## src/rtl/gmii_tx_mac.sv

```systemverilog
// GMII transmit framer: preamble/SFD, payload, zero pad, CRC-32 FCS and inter-frame gap,
// in gigabit byte mode or 10/100 nibble mode (two cycles per byte slot).
module gmii_tx_mac #(
    parameter int MIN_FRAME_BYTES = 60,
    parameter int IFG_BYTES       = 12
) (
    input  logic       gmii_tx_clk,
    input  logic       reset,
    input  logic [1:0] speed_selection,
    input  logic [7:0] s_data,
    input  logic       s_valid,
    input  logic       s_last,
    output logic       s_ready,
    output logic [7:0] gmii_txd,
    output logic       gmii_tx_en,
    output logic       gmii_tx_er,
    output logic       frame_done,
    output logic       underrun
);

    localparam logic [31:0] CRC_POLY = 32'hEDB88320;
    localparam logic [15:0] IFG_LAST = 16'(IFG_BYTES - 1);
    localparam logic [31:0] MIN_U    = 32'(MIN_FRAME_BYTES);
    localparam bit          NO_IFG   = (IFG_BYTES == 0);

    typedef enum logic [2:0] {
        S_IDLE, S_PRE, S_SFD, S_DATA, S_PAD, S_FCS, S_IFG, S_DISC
    } state_t;

    state_t      r_state, w_nxt_state;
    logic [15:0] r_cnt, w_nxt_cnt, r_bytes;
    logic [31:0] r_crc, w_crc_inv;
    logic [7:0]  r_byte, r_hold, w_nxt_byte, w_acc_byte, w_fcs_byte;
    logic        r_nib, r_half, r_got, r_got_last, r_last_acc;
    logic        w_slot_start, w_slot_end, w_acc, w_got, w_got_last, w_short;
    logic        w_nib_sel, w_nib_nxt;
    logic        w_nxt_en, w_nxt_er, w_count, w_start, w_done, w_urun;
    logic        w_gap_end, w_tail, w_to_ifg;
    logic [1:0]  w_fidx;

    function automatic logic [31:0] crc_next(input logic [31:0] crc, input logic [7:0] d);
        logic [31:0] c;
        c = crc ^ {24'd0, d};
        for (int i = 0; i < 8; i++) begin
            c = c[0] ? ((c >> 1) ^ CRC_POLY) : (c >> 1);
        end
        return c;
    endfunction

    // IDLE decides every cycle; elsewhere a nibble-mode slot ends on its second cycle.
    assign w_slot_start = !r_half;
    assign w_slot_end   = (r_state == S_IDLE) || !r_nib || r_half;

    assign s_ready = w_slot_start &&
                     ((r_state == S_SFD) || (r_state == S_DISC) ||
                      ((r_state == S_DATA) && !r_last_acc));

    assign w_acc      = s_valid && s_ready;
    assign w_got      = w_acc || r_got;
    assign w_got_last = (w_acc && s_last) || r_got_last;
    assign w_acc_byte = w_acc ? s_data : r_hold;
    assign w_short    = ({16'd0, r_bytes} < MIN_U);
    assign w_crc_inv  = ~r_crc;
    assign w_fidx     = r_cnt[1:0] + 2'd1;
    assign w_fcs_byte = w_crc_inv[{w_fidx, 3'b000} +: 8];
    assign w_nib_sel  = (speed_selection == 2'b01) || (speed_selection == 2'b00);
    assign w_nib_nxt  = w_start ? w_nib_sel : r_nib;

    // Next-slot decision; only applied by the register process at a slot end.
    always_comb begin
        w_nxt_state = r_state;
        w_nxt_cnt   = r_cnt;
        w_nxt_byte  = 8'h00;
        w_nxt_en    = 1'b0;
        w_nxt_er    = 1'b0;
        w_count     = 1'b0;
        w_start     = 1'b0;
        w_done      = 1'b0;
        w_urun      = 1'b0;
        w_gap_end   = 1'b0;
        w_tail      = 1'b0;
        w_to_ifg    = 1'b0;
        case (r_state)
            S_IDLE: w_gap_end = 1'b1;
            S_PRE: begin
                w_nxt_en = 1'b1;
                if (r_cnt == 16'd6) begin
                    w_nxt_state = S_SFD;
                    w_nxt_cnt   = '0;
                    w_nxt_byte  = 8'hD5;
                end else begin
                    w_nxt_cnt  = r_cnt + 16'd1;
                    w_nxt_byte = 8'h55;
                end
            end
            S_SFD, S_DATA: begin
                w_nxt_en = 1'b1;
                if (w_got) begin
                    w_nxt_state = S_DATA;
                    w_nxt_byte  = w_acc_byte;
                    w_count     = 1'b1;
                end else if ((r_state == S_DATA) && r_last_acc) begin
                    w_tail = 1'b1;
                end else begin
                    // Source starved mid-frame: one error slot, then drain the rest.
                    w_nxt_state = S_DISC;
                    w_nxt_er    = 1'b1;
                    w_urun      = 1'b1;
                end
            end
            S_PAD: w_tail = 1'b1;
            S_FCS: begin
                if (r_cnt[1:0] == 2'd3) begin
                    w_done   = 1'b1;
                    w_to_ifg = 1'b1;
                end else begin
                    w_nxt_en   = 1'b1;
                    w_nxt_cnt  = r_cnt + 16'd1;
                    w_nxt_byte = w_fcs_byte;
                end
            end
            S_IFG: begin
                if (r_cnt == IFG_LAST) w_gap_end = 1'b1;
                else                   w_nxt_cnt = r_cnt + 16'd1;
            end
            S_DISC: w_to_ifg = w_got_last;
            default: w_nxt_state = S_IDLE;
        endcase

        if (w_tail) begin
            w_nxt_en = 1'b1;
            if (w_short) begin
                w_nxt_state = S_PAD;
                w_count     = 1'b1;
            end else begin
                w_nxt_state = S_FCS;
                w_nxt_cnt   = '0;
                w_nxt_byte  = w_crc_inv[7:0];
            end
        end

        if (w_to_ifg) begin
            if (NO_IFG) begin
                w_gap_end = 1'b1;
            end else begin
                w_nxt_state = S_IFG;
                w_nxt_cnt   = '0;
            end
        end

        if (w_gap_end) begin
            if (s_valid) begin
                w_nxt_state = S_PRE;
                w_nxt_cnt   = '0;
                w_nxt_byte  = 8'h55;
                w_nxt_en    = 1'b1;
                w_start     = 1'b1;
            end else begin
                w_nxt_state = S_IDLE;
            end
        end
    end

    always_ff @(posedge gmii_tx_clk) begin
        if (reset) begin
            r_state    <= S_IDLE;
            r_cnt      <= '0;
            r_bytes    <= '0;
            r_crc      <= 32'hFFFF_FFFF;
            r_byte     <= '0;
            r_hold     <= '0;
            r_nib      <= 1'b0;
            r_half     <= 1'b0;
            r_got      <= 1'b0;
            r_got_last <= 1'b0;
            r_last_acc <= 1'b0;
            gmii_txd   <= '0;
            gmii_tx_en <= 1'b0;
            gmii_tx_er <= 1'b0;
            frame_done <= 1'b0;
            underrun   <= 1'b0;
        end else begin
            if (w_acc) r_hold <= s_data;
            r_half     <= !w_slot_end;
            frame_done <= w_slot_end && w_done;
            underrun   <= w_slot_end && w_urun;
            if (w_slot_end) begin
                r_got      <= 1'b0;
                r_got_last <= 1'b0;
                r_state    <= w_nxt_state;
                r_cnt      <= w_nxt_cnt;
                r_byte     <= w_nxt_byte;
                gmii_tx_en <= w_nxt_en;
                gmii_tx_er <= w_nxt_er;
                gmii_txd   <= w_nib_nxt ? {w_nxt_byte[3:0], w_nxt_byte[3:0]} : w_nxt_byte;
                if (w_got_last && ((r_state == S_SFD) || (r_state == S_DATA)))
                    r_last_acc <= 1'b1;
                if (w_count) begin
                    r_bytes <= (r_bytes == 16'hFFFF) ? r_bytes : r_bytes + 16'd1;
                    r_crc   <= crc_next(r_crc, w_nxt_byte);
                end
                if (w_start) begin
                    r_nib      <= w_nib_sel;
                    r_bytes    <= '0;
                    r_crc      <= 32'hFFFF_FFFF;
                    r_last_acc <= 1'b0;
                end
            end else begin
                if (w_acc) r_got <= 1'b1;
                if (w_acc && s_last) r_got_last <= 1'b1;
                gmii_txd <= {r_byte[7:4], r_byte[7:4]};
            end
        end
    end

endmodule
```

## config.mk

```make
export PLATFORM = sky130hd
export DESIGN_NAME = gmii_tx_mac
export DESIGN_NICKNAME = d
export VERILOG_FILES = /design/src/rtl/gmii_tx_mac.sv
export SDC_FILE = /design/constraint.sdc
export NUM_CORES = 1
export LEC_CHECK = 0
export CELL_PAD_IN_SITES_DETAIL_PLACEMENT = 1
export CELL_PAD_IN_SITES_GLOBAL_PLACEMENT = 2
export CORE_ASPECT_RATIO = 1.25
export CORE_MARGIN = 5
export CORE_UTILIZATION = 30
export CTS_CLUSTER_DIAMETER = 120
export DETAILED_ROUTE_END_ITERATION = 10
export DONT_BUFFER_PORTS = 1
export PLACE_DENSITY_LB_ADDON = 0.2
export SLEW_MARGIN = 0
export SYNTH_ARGS = -nofsm -noshare
export SYNTH_HDL_FRONTEND = slang
export SYNTH_SLANG_ARGS = --single-unit
export TNS_END_PERCENT = 5
```

## constraint.sdc

```tcl
create_clock -name gmii_tx_clk -period 11.2 [get_ports gmii_tx_clk]
set_clock_uncertainty 0.1 [all_clocks]
set_input_delay 1.68 -clock gmii_tx_clk [delete_from_list [all_inputs] [get_ports gmii_tx_clk]]
set_output_delay 1.68 -clock gmii_tx_clk [all_outputs]
set_load 0.02 [all_outputs]
```

==> impl_results.md <==
- Adder-cell area share of the yosys netlist: 1.57%
- Leakage: 2.16 nW
- Number of diodes: 0
- Sequential element share of the synthesized area: 34.5%
- Global placement routability congestion: 0.806
- Vias in the first global route: 4896
- Tot GR Track Use: 16.0%
- Metal-1 WL: 7.33 mm
- Buf/Inv on CP: 1
- R2r setup slk: 6420 ps
- #FFs+latches synth: 96
- Critical Path RT: 11310 ps
- Syn_nets: 685
- Root Buffer: clkbuf_16
- DRT iter0 DRCs: 188
- Top FF cell, synth: dfxtp_1
- Pins Over Slew Limit: 0
- Hold Crit Depth: 2
- Slowest-stage cell, CP: dfxtp_1
- CP Max Fanout: 14
- Met2 Wirelength: 8.93 mm
- Maxcap violations: 0
- Number of enable flip-flop cells after synthesis: 0
- First-pass GRT wire length: 27.5 mm
- Total grt overflow: 0
- Initial core utilization: 30.7%
- Overall power: 1.81 mW
- Synth area leader: dfxtp_1
- Largest net degree at the start of global routing: 61
- Pre-CTS WS: 6390 ps
- Critical Path End Type: flip-flop
- Peak VDD IR: 0.146 mV
- RSZ-0062 raised after global routing: false
- PwrDens: 297 mW/mm^2
- Period utilization: 42.7%
- R2R cell count: 11
- Worst r2r dst: r_crc[26]
- Worst hold path type: flip-flop to flip-flop
- Worst Hold Slack: 367 ps
- Max frequency: 0.209 GHz
- Post-DP HPWL: 12.6 mm
- Clk Latency, worst-skew pair: 360 ps
- Die Height: 162 um
- Yosys cell types: 66
- CTS Buf Count: 9
- # rows: 55
- Main combinational cell family by area after synthesis: simple AND/OR/NAND/NOR gates
- Routed wl met3: 324 um
- Slew Limit Headroom: 38.4%
- H-tree depth: 3
- Syn Inst Count: 664
- Vias/cell: 5.41
- Multiplexer share of the synthesized area: 7.63%
- Area Growth Syn to Fin: 9.47%
- Setup TNS: 0 ps
- Share of cells above drive strength 1: 8.02%
- CTS sink cnt: 96
- Share of flip-flops with an asynchronous set or reset: 0%
- Dominant cells by area after synthesis: dfxtp_1, xnor2_1, nand2_1, nor2_1, xor2_1
- Antenna Violating Nets Remaining: 0
- First-pass DRT Iterations: 4
- Clk buf depth: 2
- Arrival @ worst endpoint: 4890 ps
- WHS Endpoint: r_byte[6]
- Post-layout min period: 4780 ps
- Final Hold Vio Count: 0
- Post-cts repair resize count: 0
- Synth Area in Compound Gates: 18.4%
- Synth warn: 0
- IO Port Bufs: 0
- I/O Pins: 27
- Startpoint types: flip-flop
- Final #Nets: 664
- Die Wd: 132 um
- Slew @ Worst Pin: 923 ps
- HP Start: r_byte[6]
- Critical path class: flip-flop to flip-flop
- DR WL/cell: 19.4 um
- Area share of the largest cell type after synthesis: 34.5%
- Cell family with most CP delay: simple AND/OR/NAND/NOR gates
- Setup Viol. Count Final: 0
- Worst-path clk slew: 70 ps
- Post-Syn Area: 0.00558 mm^2
- Post-Synth XOR/XNOR Area: 12.9%
- Initial antenna violation count: 0
- Top Layer Used: met4
- Fill cells: 2179
- Worst path max stage delay: 830 ps
- Post-CTS Hold Buffers: 0
- CTS tree: built
- Worst r2r src: r_cnt[0]
- Outcome: completed
- Total core area: 0.0182 mm^2
- Drt total wl: 17.0 mm
- Post-route DRC: 0
- Post-Synth Simple-Gate Area: 21.5%
- Postcts setup bufs: 0
- Die area: 0.0214 mm^2
- Setup WS post-layout: 6420 ps
- Crit path cell chain: inv_1 > ha_1 > mux4_2 > o21ai_0 > a211oi_2 > and2_1 > or4_1 > and3_1 > xor2_2 > xor2_1 > a22oi_1
- Via count: 4738
- Avg Cell Area, Syn: 8.40 um^2
-- placed cells by master (no fill, tap or decap), types with 6 or more instances in the layout --
cell type  synthesis  routed
a21oi_1           39      38
a22oi_1           10      10
and2_1             6       6
and3_1             9       9
clkbuf_16          0       9
dfxtp_1           96      96
ha_1               7       7
inv_1              8       8
mux2i_1           19      19
mux4_2             8       8
nand2_1           76      76
nand2b_1           8       8
nand3_1           12      12
nand4_1            8       8
nor2_1            76      76
nor3_1            20      20
o211ai_1          23      23
o21ai_0           37      37
o21ai_1            7       6
xnor2_1           46      46
xor2_1            24      24
-- worst max path at each step --
stage | startpoint | depth (start not counted) | end | slack (ps)
after global placement | r_cnt[0] | 11 | r_crc[26] | 6490
after detailed placement | r_cnt[0] | 11 | r_crc[26] | 6390
after floorplan | s_valid | 11 | r_crc[26] | 7060
after global routing | r_cnt[0] | 11 | r_crc[26] | 6120
final | r_cnt[0] | 11 | r_crc[26] | 6420
after CTS | r_cnt[0] | 11 | r_crc[26] | 6370
-- sequential cells by signal, summed over array words and instances (netlist names) --
signal,cells
frame_done,1
gmii_tx_en,1
gmii_tx_er,1
gmii_txd,8
r_byte,4
r_bytes,16
r_cnt,16
r_crc,32
r_got,1
r_got_last,1
r_half,1
r_hold,8
r_last_acc,1
r_nib,1
r_state,3
underrun,1
-- power breakdown --
part	total [mW]	switching (mW)	leakage, nW	internal (mW)
Combinational	0.944	0.538	1.21	0.406
Clock	0.373	0.151	0.172	0.222
Sequential	0.494	0.0900	0.783	0.404
Total	1.81	0.779	2.16	1.03
-- through the flow --
step | cell area, um^2 | cells | utilization (%)
floorplan | 5580 | 664 | -
global placement | 5750 | 860 | 31.7
detailed placement | 5750 | 860 | 31.7
CTS | 6100 | 876 | 33.6
global route | 6100 | 876 | 33.6
finish | 6100 | 876 | 33.6
-- tightest hold or removal path: cells and delay by family, from the launching register on --
| family | cells | cell delay (ps) |
|---|---|---|
| flip-flops | 1 | 310 |
| AND/OR/NAND/NOR | 2 | 130 |
-- cells in the mapped netlist, types with 4 or more instances --
library cell and instances:
dfxtp_1 96, nand2_1 76, nor2_1 76, xnor2_1 46, a21oi_1 39, o21ai_0 37
clkbuf_1 29, xor2_1 24, o211ai_1 23, nor3_1 20, mux2i_1 19, nand3_1 12
a22oi_1 10, and3_1 9, inv_1 8, mux4_2 8, nand2b_1 8, nand4_1 8
ha_1 7, o21ai_1 7, and2_1 6, nor2b_1 5, nor4_1 5, o31ai_1 5
or3_1 5, a21o_1 4, a22o_1 4, buf_2 4, mux2i_2 4, xnor2_2 4
-- kinds of logic after synthesis --
logic type | after synthesis
AND/OR/NAND/NOR | 251
AO/OA/AOI/OAI | 158
flip-flops | 96
XOR/XNOR | 76
buffers and inverters | 45
multiplexers | 31
adder cells (fa/ha/maj) | 7
-- layer usage --
| metal | vias up | track usage, % |
|---|---|---|
| met4 | 0 | 5.57 |
| met2 | 46 | 29.4 |
| met5 | - | 0 |
| li1 | 2319 | - |
| met1 | 2350 | 19.0 |
| met3 | 23 | 2.26 |
-- cell type report --
type | instances | area [um^2] | share of cell area [%]
clock buffer | 9 | 225 | 3.69
inverter | 8 | 30.0 | 0.492
tap | 228 | 285 | 4.67
multi-input combinational | 523 | 3480 | 57.0
clock inverter | 7 | 128 | 2.09
sequential | 96 | 1920 | 31.5
timing repair buffer | 5 | 37.5 | 0.615
No activity file was read; power rests on OpenSTA's default activity.
